===== src/rtl/max7219_chain.sv =====
// Drives a daisy-chain of MAX7219 controllers with signed decimal values over bit-banged SPI.
// Free-running after reset, all SPI edges are paced by the divider tick, and there is no host handshake or backpressure.
module max7219_chain #(
  parameter int CHIPS       = 1,
  parameter int DIGITS      = 8,
  parameter int VALUE_WIDTH = 24,
  parameter int DIVIDER     = 22,
  parameter int DP_POS      = 2,
  parameter int BLANK_LZ    = 1
) (
  input  logic                         clk,
  input  logic                         rst_n,
  input  logic [CHIPS*VALUE_WIDTH-1:0] value,
  input  logic [3:0]                   brightness,
  output logic                         mosi,
  output logic                         sclk,
  output logic                         sel,
  output logic                         busy
);
  localparam int FW   = 16*CHIPS;
  localparam int NB   = DIGITS-1;
  localparam int DIVW = (DIVIDER > 0) ? $clog2(DIVIDER+1) : 1;
  localparam int TW   = $clog2(32*CHIPS+3);
  localparam int CW   = $clog2(VALUE_WIDTH+1);
  localparam logic [63:0] LIMIT = 64'(10**NB) - 64'd1;

  typedef enum logic [1:0] {ST_INIT, ST_CONV, ST_SWEEP, ST_BRT} state_t;
  state_t r_state, w_state_nxt;

  logic [DIVW-1:0]        r_div;
  logic                   r_active;
  logic [TW-1:0]          r_tcnt;
  logic [FW-1:0]          r_shift;
  logic [2:0]             r_init_idx;
  logic [2:0]             r_digit;
  logic [7:0]             r_sweeps;
  logic [3:0]             r_bright_sent;
  logic [CW-1:0]          r_conv_cnt;
  logic                   r_mosi, r_sclk, r_sel, r_busy;
  logic [VALUE_WIDTH-1:0] r_mag [CHIPS];
  logic [4*NB-1:0]        r_bcd [CHIPS];
  logic [CHIPS-1:0]       r_neg, r_ovf;

  logic                   w_tick, w_fstart, w_fdone, w_conv_done, w_last_digit;
  logic [VALUE_WIDTH-1:0] w_val [CHIPS];
  logic [VALUE_WIDTH-1:0] w_abs [CHIPS];
  logic [CHIPS-1:0]       w_big;
  logic [4*NB-1:0]        w_bcd_adj [CHIPS];
  logic [4*NB-1:0]        w_tail [CHIPS];
  logic [7:0]             w_seg [CHIPS];
  logic [15:0]            w_init_word;
  logic [FW-1:0]          w_frame;

  function automatic logic [7:0] f_seg7(input logic [3:0] d);
    logic [7:0] s;
    case (d)
      4'd0: s = 8'h7E;
      4'd1: s = 8'h30;
      4'd2: s = 8'h6D;
      4'd3: s = 8'h79;
      4'd4: s = 8'h33;
      4'd5: s = 8'h5B;
      4'd6: s = 8'h5F;
      4'd7: s = 8'h70;
      4'd8: s = 8'h7F;
      4'd9: s = 8'h7B;
      default: s = 8'h00;
    endcase
    return s;
  endfunction

  assign w_tick       = (r_div == DIVW'(DIVIDER));
  assign w_fstart     = w_tick && !r_active && (r_state != ST_CONV);
  assign w_fdone      = w_tick && r_active && (r_tcnt == TW'(32*CHIPS+1));
  assign w_conv_done  = (r_state == ST_CONV) && (r_conv_cnt == CW'(VALUE_WIDTH));
  assign w_last_digit = (r_digit == 3'(DIGITS-1));

  always_ff @(posedge clk) begin
    if (!rst_n || w_tick) r_div <= '0;
    else                  r_div <= r_div + DIVW'(1);
  end

  always_ff @(posedge clk) begin
    if (!rst_n) r_state <= ST_INIT;
    else        r_state <= w_state_nxt;
  end

  // A full 256-sweep period re-runs INIT, which also refreshes intensity.
  always_comb begin
    w_state_nxt = r_state;
    case (r_state)
      ST_INIT:  if (w_fdone && r_init_idx == 3'd4) w_state_nxt = ST_CONV;
      ST_CONV:  if (w_conv_done) w_state_nxt = ST_SWEEP;
      ST_SWEEP: begin
        if (w_fdone && w_last_digit) begin
          if (r_sweeps == 8'hFF)                  w_state_nxt = ST_INIT;
          else if (brightness != r_bright_sent)   w_state_nxt = ST_BRT;
          else                                    w_state_nxt = ST_CONV;
        end
      end
      ST_BRT:   if (w_fdone) w_state_nxt = ST_CONV;
      default:  w_state_nxt = ST_INIT;
    endcase
  end

  always_ff @(posedge clk) begin
    if (!rst_n) begin
      r_init_idx    <= '0;
      r_digit       <= '0;
      r_sweeps      <= '0;
      r_bright_sent <= '0;
    end else begin
      if (w_fstart && (r_state == ST_BRT || (r_state == ST_INIT && r_init_idx == 3'd1)))
        r_bright_sent <= brightness;
      if (w_fdone) begin
        if (r_state == ST_INIT) begin
          r_init_idx <= (r_init_idx == 3'd4) ? 3'd0 : r_init_idx + 3'd1;
        end else if (r_state == ST_SWEEP) begin
          if (w_last_digit) begin
            r_digit  <= '0;
            r_sweeps <= r_sweeps + 8'd1;
          end else begin
            r_digit  <= r_digit + 3'd1;
          end
        end
      end
    end
  end

  // Two's-complement negate in VALUE_WIDTH bits yields the correct unsigned magnitude even for the most negative value.
  always_comb begin
    for (int c = 0; c < CHIPS; c++) begin
      w_val[c] = value[c*VALUE_WIDTH +: VALUE_WIDTH];
      w_abs[c] = w_val[c][VALUE_WIDTH-1] ? (~w_val[c] + VALUE_WIDTH'(1)) : w_val[c];
      w_big[c] = (64'(w_abs[c]) > LIMIT);
      w_bcd_adj[c] = r_bcd[c];
      for (int d = 0; d < NB; d++) begin
        if (r_bcd[c][4*d +: 4] >= 4'd5) w_bcd_adj[c][4*d +: 4] = r_bcd[c][4*d +: 4] + 4'd3;
      end
    end
  end

  always_ff @(posedge clk) begin
    if (!rst_n) begin
      r_conv_cnt <= '0;
      r_neg      <= '0;
      r_ovf      <= '0;
      for (int c = 0; c < CHIPS; c++) begin
        r_mag[c] <= '0;
        r_bcd[c] <= '0;
      end
    end else if (r_state == ST_CONV) begin
      r_conv_cnt <= w_conv_done ? '0 : r_conv_cnt + CW'(1);
      for (int c = 0; c < CHIPS; c++) begin
        if (r_conv_cnt == '0) begin
          r_neg[c] <= w_val[c][VALUE_WIDTH-1];
          r_ovf[c] <= w_big[c];
          r_mag[c] <= w_abs[c];
          r_bcd[c] <= '0;
        end else begin
          {r_bcd[c], r_mag[c]} <= {w_bcd_adj[c], r_mag[c]} << 1;
        end
      end
    end
  end

  // A position is a leading zero when it and every higher magnitude digit are zero.
  always_comb begin
    for (int c = 0; c < CHIPS; c++) begin
      w_tail[c] = r_bcd[c] >> {r_digit, 2'b00};
      w_seg[c]  = 8'h00;
      if (r_ovf[c])
        w_seg[c] = 8'h01;
      else if (r_digit == 3'(NB))
        w_seg[c] = r_neg[c] ? 8'h01 : 8'h00;
      else if (BLANK_LZ != 0 && int'(r_digit) >= DP_POS && r_digit != 3'd0 && w_tail[c] == '0)
        w_seg[c] = 8'h00;
      else
        w_seg[c] = f_seg7(w_tail[c][3:0]) | ((int'(r_digit) == DP_POS - 1) ? 8'h80 : 8'h00);
    end
  end

  always_comb begin
    case (r_init_idx)
      3'd0:    w_init_word = 16'h0900;
      3'd1:    w_init_word = {8'h0A, 4'h0, brightness};
      3'd2:    w_init_word = {8'h0B, 8'(DIGITS-1)};
      3'd3:    w_init_word = 16'h0C01;
      default: w_init_word = 16'h0F00;
    endcase
    w_frame = '0;
    for (int c = 0; c < CHIPS; c++) begin
      case (r_state)
        ST_SWEEP: w_frame[c*16 +: 16] = {4'h0, {1'b0, r_digit} + 4'd1, w_seg[c]};
        ST_BRT:   w_frame[c*16 +: 16] = {8'h0A, 4'h0, brightness};
        default:  w_frame[c*16 +: 16] = w_init_word;
      endcase
    end
  end

  // Highest chip's word sits at the MSB end so it leaves first and ends up furthest down the chain.
  always_ff @(posedge clk) begin
    if (!rst_n) begin
      r_active <= 1'b0;
      r_tcnt   <= '0;
      r_shift  <= '0;
      r_mosi   <= 1'b0;
      r_sclk   <= 1'b0;
      r_sel    <= 1'b1;
      r_busy   <= 1'b0;
    end else if (w_fstart) begin
      r_active <= 1'b1;
      r_tcnt   <= '0;
      r_shift  <= w_frame;
      r_sel    <= 1'b0;
      r_busy   <= 1'b1;
      r_sclk   <= 1'b0;
      r_mosi   <= 1'b0;
    end else if (w_tick && r_active) begin
      r_tcnt <= r_tcnt + TW'(1);
      if (r_tcnt < TW'(32*CHIPS)) begin
        if (!r_tcnt[0]) begin
          r_sclk <= 1'b0;
          r_mosi <= r_shift[FW-1];
        end else begin
          r_sclk  <= 1'b1;
          r_shift <= r_shift << 1;
        end
      end else if (r_tcnt == TW'(32*CHIPS)) begin
        r_sclk <= 1'b0;
        r_mosi <= 1'b0;
      end else begin
        r_sel    <= 1'b1;
        r_busy   <= 1'b0;
        r_active <= 1'b0;
      end
    end
  end

  assign mosi = r_mosi;
  assign sclk = r_sclk;
  assign sel  = r_sel;
  assign busy = r_busy;
endmodule

===== config.mk =====
export PLATFORM = sky130hd
export DESIGN_NAME = max7219_chain
export DESIGN_NICKNAME = d
export VERILOG_FILES = /design/src/rtl/max7219_chain.sv
export SDC_FILE = /design/constraint.sdc
export NUM_CORES = 1
export LEC_CHECK = 0
export ABC_AREA = 1
export BUFFER_PORTS_ARGS = -buffer_cell sky130_fd_sc_hd__buf_2
export CAP_MARGIN = 5
export CORE_MARGIN = 1
export CORE_UTILIZATION = 60
export CTS_CLUSTER_DIAMETER = 200
export DETAILED_ROUTE_END_ITERATION = 16
export GPL_ROUTABILITY_DRIVEN = 0
export GPL_TIMING_DRIVEN = 0
export MAX_ROUTING_LAYER = met4
export PLACE_DENSITY = 0.85
export SLEW_MARGIN = 20
export SYNTH_ARGS = -nofsm -noshare
export SYNTH_HDL_FRONTEND = slang
export SYNTH_SLANG_ARGS = --single-unit

===== constraint.sdc =====
create_clock -name clk -period 3.5 [get_ports clk]
set_input_delay 0.525 -clock clk [delete_from_list [all_inputs] [get_ports clk]]
set_output_delay 0.525 -clock clk [all_outputs]
set_load 0.02 [all_outputs]

==> key figures <==
Timing
  • Setup_tns: 0 ns
  • Max Freq: 0.3964 GHz
  • Worst hold-check slack: 0.4595 ns
  • Setup repair after global routing missed its margin: no
  • Share of the clock period used by the worst path after layout: 72.08%
  • Slew margin rel.: 47.71%
  • Setup skew after layout: 0.01033 ns
  • Slew at the pin closest to its max-slew limit: 0.7844 ns
  • Final worst setup slack: 0.9774 ns
  • Max Transition Viols Final: 0
  • Final hold violations: 0
  • Minimum period implied by the final worst setup slack: 2.523 ns
  • Setup violation total in the final timing report: 0

Power and ir drop
  • Internal portion of total power: 0.001865 W
  • Power per cell area: 331.4 nW/um^2
  • Worst VDD drop: 336.2 uV
  • Sequential fraction of design power: 51.0%
  • Leak pwr: 3.051 nW
  • Portion of total power attributed to the clock network: 44.3%
  • Switching power share of the total: 24.28%
  • Switch Pwr: 0.0005980 W
  • Share of total power in combinational logic: 4.7%

CTS
  • H-tree levels: 3
  • Clk Latency, worst-skew pair: 0.37 ns
  • Clock transition at the registers of the reported paths: 0.08 ns
  • CTS sink count: 110
  • Hold bufs inserted after CTS: 0
  • Clock tree from TritonCTS: built
  • Library cell used as clock root buffer: clkbuf_16
  • Number of buffers created by CTS: 9
  • Bufs on Longest Clock Path: 2
  • Number of buffers inserted by post-CTS setup repair: 0
  • Number of gates given a new drive strength after cts: 0

Drt
  • Number of iterations in the first detailed-routing pass: 5
  • Routed via count: 6,459
  • Average wire length per cell after detail routing: 13.52 um
  • Final antenna-violating net count: 0
  • DRC: 0
  • Number of design-rule violations left by the first detailed-router iteration: 418
  • Final wirelength: 15,970 um
  • Via density per instance: 5.469

Floorplanning
  • Initial Util: 61.97%
  • Die Footprint: 11,720 sq um
  • Number of top-level pins: 34
  • Vertical die dimension: 108.3 um
  • Core Footprint: 10,940 sq um
  • Die width: 108.3 um
  • Std cell rows: 38

Global routing
  • GRT Max-Usage Layer: met2
  • Overall routing resource usage: 29.74%
  • Number of antenna violations at the first check in global routing: 0
  • Number of global-route vias before repair: 5,844
  • GRT overflow: 0
  • Met1 Use GR: 37.68%
  • GR Util met2: 47.91%
  • Maximum number of pins on one net before global-route repair: 21
  • Global-route wire length before repair: 26,870 um
  • Global-route met3 utilization: 5.907%

Layout
  • Area of the multi-input gates: 3894 sq um
  • Fin area: 7433 sq um
  • Count of filler cells inserted in the layout: 949
  • Top library cells by usage in the layout, fill and taps aside: nand2_1, inv_1, dfxtp_1
  • Post-layout net count: 1,106
  • Share of final-layout standard cells stronger than drive strength 1: 10.37%
  • Sequential cell area: 2202 sq um
  • Layout Area Growth over Synthesis: 9.694%
  • Post-layout utilization of the core: 67.97%
  • # diodes: 0
  • Leading cell type in the layout, fill and taps excluded: nand2_1

Logic synthesis
  • Part of the Yosys area used for sequential elements: 32.50%
  • Synth Area in Compound Gates: 20.92%
  • Main combinational cell family by area after synthesis: simple AND/OR/NAND/NOR gates
  • Yosys warnings: 0
  • Syn nets: 1,062
  • Share of synthesized cell area in full adder, half adder and majority cells: 7.386%
  • Count of different cell masters after synthesis: 49
  • Post-synthesis register bit count: 110
  • Synth Area in Simple Gates: 25.54%
  • Mapped Area: 6776 sq um
  • Mapped Cells: 992
  • Multiplexer fraction of the synthesized cell area: 0%
  • Syn Area/Cell: 6.831 sq um
  • Synthesized-area fraction occupied by xor and xnor cells: 3.619%

Flow run
  • Number of max-cap violations: 0

Critical path
  • Element type at the critical path end: register
  • CP Data Required Time: 3.79 ns
  • Type of the setup path with the least slack: reg -> reg
  • Data arrival time at the worst-slack endpoint: 2.82 ns
  • Biggest fanout along the worst timing path: 10
  • Type of element launching the critical path: register

Placed design
  • Post-detailed-placement half-perimeter wirelength: 11,730 um
  • Placement-stage cell area: 7117 sq um
  • Number of buffer cells added on primary ports: 33
  • Post-Place Setup Slack: 1.076 ns

Status
  • Run status: finished clean

Worst hold path
  • Worst hold path type: in -> reg
layout make-up:
type                       count  share of cell area (%)
buffer                        32                   2.222
clock buffer                   9                   3.030
clock inverter                 7                   1.229
inverter                     136                   6.935
multi-input combinational    714                   52.38
sequential                   110                   29.62
tap                          140                   2.357
timing repair buffer          33                   2.222
worst max-delay path, cell delays in order (launching register included):
cell and delay, ns:
dfxtp_1 0.40, buf_6 0.17, buf_2 0.24, nand2_1 0.08, o21ai_0 0.11, o21ai_0 0.16
nor2_2 0.21, inv_1 0.11, ha_1 0.21, inv_1 0.06, nand2_2 0.06, nand2_1 0.06
nor2_1 0.03, nor2_1 0.08, nand3_1 0.10, nand2_1 0.07, nand2_1 0.05, nand2_1 0.07
nand2_1 0.07, a21oi_2 0.10
cells by family after synthesis:
logic type,Yosys count
flops,110
buf+inv,168
xor+xnor,28
compound gates,253
fa+ha+maj,40
simple gates,393
synthesized netlist by cell type, drive strengths merged:
cell type	n	area, sq um
nor4	5	31.28
nand4	8	56.30
buf	13	93.83
o21ai	88	451.7
xnor2	6	52.55
o221ai	1	8.760
a31oi	13	81.33
dfxtp	110	2202
ha	40	500.5
o22ai	11	68.82
a32oi	1	8.760
o2111ai	1	8.760
inv	136	515.5
nor3b	4	30.03
o31ai	4	30.03
or2	3	18.77
a22oi	2	15.01
nor2	111	476.7
a21oi	107	546.8
nor3	12	80.08
a211oi	6	45.04
nand2	202	780.8
xor2	22	192.7
o41ai	1	8.760
and3	1	6.260
o21bai	1	7.510
a221oi	4	35.03
nand3	47	250.2
o211a	1	10.01
a2bb2oi	1	8.760
o21a	2	15.01
o211ai	9	67.56
clkbuf	19	71.32
flip-flops by register name (all words and copies together), names as in the netlist:
name           count
r_sweeps           8
sel                1
r_init_idx         3
r_tcnt             6
r_neg              1
r_mag             24
r_shift           16
r_conv_cnt         5
busy               1
r_state            2
sclk               1
r_bright_sent      4
r_digit            3
mosi               1
r_div              5
r_bcd             28
r_ovf              1
worst paths after layout:
kind                                         startpoint                             to  slack (ns)  depth (start not counted)
worst min-delay path                      brightness[2]  r_bright_sent[2]$_SDFFE_PN0P_        0.46                          3
worst min register to register        sclk$_SDFFE_PP0P_              sclk$_SDFFE_PP0P_        0.46                          2
worst max register to register  r_digit[0]$_SDFFE_PN0P_        r_shift[0]$_SDFFE_PN0P_        0.98                         19
worst max-delay path            r_digit[0]$_SDFFE_PN0P_        r_shift[0]$_SDFFE_PN0P_        0.98                         19
routing by layer:
metal,up-vias,wire [um]
li1,3368,-
met1,2873,7333
met2,187,7400
met3,31,924
met4,0,308
met5,-,0
stage by stage:
| step | power (W) | std cells |
|---|---|---|
| floorplan | 0.001352 | 992 |
| global placement | 0.001399 | 1165 |
| detailed placement | 0.001401 | 1165 |
| CTS | 0.002476 | 1181 |
| global route | 0.002541 | 1181 |
| finish | 0.002463 | 1181 |
power groups by stage:
stage | clock network [W] | logic, W | registers (W)
3_3_place_gp | 0 | 0.000114 | 0.00128
4_1_cts | 0.00110 | 0.000116 | 0.00126
3_5_place_dp | 0 | 0.000116 | 0.00129
5_1_grt | 0.00115 | 0.000130 | 0.00126
6_report | 0.00109 | 0.000116 | 0.00126
2_1_floorplan | 0 | 0.0000677 | 0.00128
No activity file was read; power rests on OpenSTA's default activity.
